`config.mk`:
```
export PLATFORM = sky130hd
export DESIGN_NAME = window_control
export DESIGN_NICKNAME = d
export VERILOG_FILES = /design/src/rtl/window_control.sv
export SDC_FILE = /design/constraint.sdc
export NUM_CORES = 1
export LEC_CHECK = 0
export CAP_MARGIN = 20
export CORE_MARGIN = 2
export CORE_UTILIZATION = 45
export CTS_CLUSTER_DIAMETER = 30
export DETAILED_ROUTE_END_ITERATION = 10
export PLACE_DENSITY_LB_ADDON = 0.1
export SLEW_MARGIN = 0
export SYNTH_ARGS = -nofsm -noshare
export SYNTH_HDL_FRONTEND = slang
export SYNTH_SLANG_ARGS = --single-unit
```
`constraint.sdc`:
```
create_clock -name Clk -period 2.3 [get_ports Clk]
set_input_delay 0.575 -clock Clk [delete_from_list [all_inputs] [get_ports Clk]]
set_output_delay 0.575 -clock Clk [all_outputs]
set_load 0.02 [all_outputs]
```
`src/rtl/window_control.sv`:
```
// SPARC V8 CWP/WIM/ET controller: register-file window select, window overflow/underflow and trap entry.
// Outputs are registered one edge after acceptance. op_ready is held low while a trap is pending or in error mode.
module window_control #(
    parameter int NWINDOWS = 4
) (
    input  logic                        Clk,
    input  logic                        Clr,
    input  logic                        op_valid,
    input  logic [2:0]                  op,
    input  logic [4:0]                  wdata,
    input  logic                        ext_trap,
    input  logic [7:0]                  ext_tt,
    input  logic                        trap_ack,
    output logic                        op_ready,
    output logic                        op_done,
    output logic [$clog2(NWINDOWS)-1:0] cwp,
    output logic [NWINDOWS-1:0]         wim,
    output logic                        et,
    output logic                        trap_req,
    output logic [7:0]                  trap_tt,
    output logic                        error
);
    localparam int CW = $clog2(NWINDOWS);

    localparam logic [2:0] OP_SAVE    = 3'b001;
    localparam logic [2:0] OP_RESTORE = 3'b010;
    localparam logic [2:0] OP_RETT    = 3'b011;
    localparam logic [2:0] OP_WRCWP   = 3'b100;
    localparam logic [2:0] OP_WRWIM   = 3'b101;
    localparam logic [2:0] OP_WRET    = 3'b110;

    localparam logic [7:0] TT_OVERFLOW  = 8'h05;
    localparam logic [7:0] TT_UNDERFLOW = 8'h06;
    localparam logic [7:0] TT_ILLEGAL   = 8'h02;

    typedef enum logic [1:0] {
        IDLE      = 2'd0,
        TRAP_PEND = 2'd1,
        ERROR     = 2'd2
    } state_t;

    state_t              state, state_nxt;
    logic [CW-1:0]       cwp_nxt, cwp_dec, cwp_inc;
    logic [NWINDOWS-1:0] wim_nxt;
    logic                et_nxt, req_nxt, done_nxt, err_nxt;
    logic [7:0]          tt_nxt;
    logic                raise;
    logic [7:0]          code;

    // Window arithmetic wraps naturally for a power-of-two window count.
    assign cwp_dec  = cwp - CW'(1);
    assign cwp_inc  = cwp + CW'(1);
    assign op_ready = (state == IDLE) && (!ext_trap || !et);

    always_comb begin
        state_nxt = state;
        cwp_nxt   = cwp;
        wim_nxt   = wim;
        et_nxt    = et;
        req_nxt   = trap_req;
        tt_nxt    = trap_tt;
        done_nxt  = 1'b0;
        err_nxt   = error;
        raise     = 1'b0;
        code      = 8'h00;

        case (state)
            IDLE: begin
                if (ext_trap && et) begin
                    raise = 1'b1;
                    code  = ext_tt;
                end else if (op_valid) begin
                    case (op)
                        OP_SAVE: begin
                            if (wim[cwp_dec]) begin
                                raise = 1'b1;
                                code  = TT_OVERFLOW;
                            end else begin
                                cwp_nxt = cwp_dec;
                            end
                        end
                        OP_RESTORE: begin
                            if (wim[cwp_inc]) begin
                                raise = 1'b1;
                                code  = TT_UNDERFLOW;
                            end else begin
                                cwp_nxt = cwp_inc;
                            end
                        end
                        OP_RETT: begin
                            if (et) begin
                                raise = 1'b1;
                                code  = TT_ILLEGAL;
                            end else if (wim[cwp_inc]) begin
                                raise = 1'b1;
                                code  = TT_UNDERFLOW;
                            end else begin
                                cwp_nxt = cwp_inc;
                                et_nxt  = 1'b1;
                            end
                        end
                        OP_WRCWP: begin
                            if (wdata >= 5'(NWINDOWS)) begin
                                raise = 1'b1;
                                code  = TT_ILLEGAL;
                            end else begin
                                cwp_nxt = wdata[CW-1:0];
                            end
                        end
                        OP_WRWIM: wim_nxt = wdata[NWINDOWS-1:0];
                        OP_WRET:  et_nxt  = wdata[0];
                        default:  ;
                    endcase
                    done_nxt = !raise;
                end

                // A trap with traps disabled is fatal until reset.
                if (raise) begin
                    if (et) begin
                        state_nxt = TRAP_PEND;
                        req_nxt   = 1'b1;
                        tt_nxt    = code;
                    end else begin
                        state_nxt = ERROR;
                        err_nxt   = 1'b1;
                    end
                end
            end
            TRAP_PEND: begin
                if (trap_ack) begin
                    cwp_nxt   = cwp_dec;
                    et_nxt    = 1'b0;
                    req_nxt   = 1'b0;
                    state_nxt = IDLE;
                end
            end
            ERROR:   ;
            default: state_nxt = IDLE;
        endcase
    end

    always_ff @(posedge Clk) begin
        if (Clr) begin
            state    <= IDLE;
            cwp      <= '0;
            wim      <= '0;
            et       <= 1'b0;
            trap_req <= 1'b0;
            trap_tt  <= 8'h00;
            op_done  <= 1'b0;
            error    <= 1'b0;
        end else begin
            state    <= state_nxt;
            cwp      <= cwp_nxt;
            wim      <= wim_nxt;
            et       <= et_nxt;
            trap_req <= req_nxt;
            trap_tt  <= tt_nxt;
            op_done  <= done_nxt;
            error    <= err_nxt;
        end
    end
endmodule

```
==> flow_summary_export.csv <==
group,metric,value,unit
status,status,"completed",
global_route,grt_max_degree,13,
setup_path,critical_path_class,"primary input to output pin",
clocking,cts_tree,"done",
timing,finalSetupTns,0,ns
clocking,cts_root_buf,"clkbuf_4",
final_layout,drive_gt1_share,23.0,%
floorplanning,die_area,3150,um^2
yosys,ys_types,49,
yosys,synthTopCellsByArea,"dfxtp_1, a32o_1, mux2i_1, nor2_1, mux2i_4",
yosys,ys_warn_count,0,
power,cellPowerDensity,502,nW/um^2
timing,worst_pin_slew,0.490,ns
setup_path,max_stage_delay,0.48,ns
global_route,grt_pass1_wl,6000,um
setup_path,required,1.73,ns
timing,fin_skew,0.000814,ns
routing,via_per_inst,5.78,
clocking,cts_hold_buf,0,
timing,rsz0062_at_grt,"yes",
global_route,antenna_found_initial,0,
global_route,grt_overflow,0,
final_layout,finalInstanceArea,1870,um^2
clocking,cts_buffer_depth,2,
floorplanning,start_util,48.4,%
min_path,min_to,"trap_req",
clocking,cts.clk_slew.worst_paths,0.12,ns
yosys,synth_top_area_cell,"dfxtp_1",
floorplanning,die_h,56.1,um
floorplanning,io_pins,40,
routing,vias,1306,
final_layout,antenna-diode-count,0,
yosys,synthCells,135,
final_layout,utilization,74.0,%
clocking,cts_buffers,3,
yosys,synth_area,1220,um^2
placed_design,dp_hpwl,2790,um
clocking,cts_sinks,20,
setup_path,crit_family,"buffers and inverters",
timing,maxSlewViolCount,0,
yosys,avgSynthCellArea,9.05,um^2
timing,finalCritPeriodShare,98.2,%
floorplanning,core,2520,um^2
yosys,synth_flop_cell,"dfxtp_1",
placed_design,dpl_cell_area,1800,um^2
placed_design,place_congestion,0.842,
timing,post-route-min-period,2.26,ns
yosys,postSynth.asyncResetShare,0,%
routing,drt_pre_antenna_iters,4,
min_path,hp-class,"flop to flop",
setup_path,r2r-start,"cwp[0]",
setup_path,setup.worst_path.start_class,"primary input",
final_layout,fin_cells,226,
yosys,synth-seq-cells,20,
flow_run,maxCapViolCount,0,
setup_path,cp_num_buf_inv,2,
yosys,synth_most_common_cell,"dfxtp_1",
routing,routed_wl,3690,um
final_layout,syn_to_final_growth,52.8,%
min_path,hold_path_startpoint,"trap_req",
setup_path,cp_slowest_cell,"clkdlybuf4s50_1",
yosys,yosys-top-cells-count,"dfxtp_1, nor2_1, nand3_1",
routing,ant_nets,0,
min_path,hold_depth,2,
power,p_leak,0.000718,uW
placed_design,port_buffers,39,
timing,slew_headroom,67.2,%
setup_path,r2r_cells,6,
clocking,clk_latency,0.31,ns
clocking,cts_max_level,1,
timing,setup_viol,0,
setup_path,cp.arrival,1.68,ns
yosys,synth_top_area_share,32.8,%
timing,hold_viol,0,
final_layout,nets,218,
floorplanning,num_rows,18,
setup_path,path_cells,"clkdlybuf4s50_1 > a211oi_1 > clkdlybuf4s15_1",
setup_path,r2r_end,"trap_tt[1]",
yosys,synth_edf_count,0,
power,irDropWorstVdd,0.000421,V
setup_path,crit_fanout,3,
yosys,synth-seq-area-share,32.8,%
routing,wl_per_cell,16.3,um
global_route,grt_use_total,24.4,%
setup_path,end_kind,"output pin",
placed_design,dpl.cell_count,222,
yosys,synth_fp_nets,156,
timing,fmax,443,MHz
global_route,grt_pass1_vias,1238,
floorplanning,die_x,56.1,um
routing,drc,0,
routing,first_iter_violations,51,
setup_path,rrSetupSlack,0.19,ns
power,finalPower,937,uW
[repair_timing]
| action | CTS | global route |
|---|---|---|
| setup endpoints to repair | 2 | 12 |
| endpoints found under the hold margin | 0 | 0 |
| pin swaps | 0 | 1 |
| setup buffers | 0 | 0 |
| gates resized for setup | 3 | 5 |
[state kept, by name, summed over array words and instances, names as in the netlist]
name and count:
state 2, cwp 2, trap_tt 8, wim 4
et 1, trap_req 1, error 1, op_done 1
[layout make-up]
type	instances	area [um^2]
clock buffers	3	22.5
inverters	4	15.0
clock inverters	1	30.0
repair buffers	65	589
well taps	30	37.5
flip-flops and latches	20	400
fillers	198	657
multi-input cells	103	771
[metrics by stage]
stage | setup slack [ns] | hold WS (ns)
floorplan | 0.0978 | 0.534
global placement | -0.288 | 0.464
detailed placement | -0.321 | 0.470
CTS | 0.00752 | 0.493
global route | -0.0164 | 0.519
finish | 0.0423 | 0.491
[layer usage]
metal	up-vias	GRT usage (%)	part of all wire (%)
met4	0	8.50	2.4
met1	609	30.6	42
met3	9	3.95	5.6
li1	636	-	-
met2	52	41.8	50
met5	-	0	0
[power breakdown]
group	internal, uW	leakage, uW	switching (uW)
sequential	363	0.000162	14.4
clock	176	0.0000279	123
combinational	135	0.000527	125
[worst max-delay path by stage]
stage                         from         end  slack [ns]  cells after the start
after floorplan             cwp[0]  trap_tt[1]         0.1                      6
after global placement       op[2]      cwp[0]       -0.29                      6
after detailed placement     op[2]      cwp[0]       -0.32                      6
after CTS                    op[1]      cwp[0]       0.008                      7
after global routing      op_valid      cwp[0]       -0.02                      6
final                     ext_trap    op_ready        0.04                      3
[cells by family after synthesis]
family / after synthesis / share of synthesized area (%)
xor+xnor: 2 / 1.43
simple gates: 55 / 25.7
flops: 20 / 32.8
mux: 9 / 10.5
compound gates: 37 / 24.6
buf+inv: 12 / 5.02
[worst reg2reg max path: stages, from the launching register on]
cell and delay [ns]:
dfxtp_1 0.37, mux4_2 0.52, nor3b_1 0.16, buf_4 0.14, o311a_4 0.40, or3_1 0.31
o211a_1 0.13
[cells in the final DEF (no fill, tap or decap), types with 2 or more instances in the layout]
cell and instances:
xor2_1 2, nand2b_1 3, a211oi_1 3, inv_1 4, dlymetal6s2s_1 2, mux2i_4 2, a32o_1 6, o21ai_0 5
mux2i_1 6, nand3b_1 2, a31oi_1 2, nor2_1 13, nor2b_1 3, or3_1 2, and2_1 2, buf_4 26
nand3_1 8, dfxtp_1 20, o211ai_1 3, a21oi_1 6, clkdlybuf4s50_1 35, clkbuf_4 3, nor3_1 4, nand2_1 4
No activity file was read; power rests on OpenSTA's default activity.
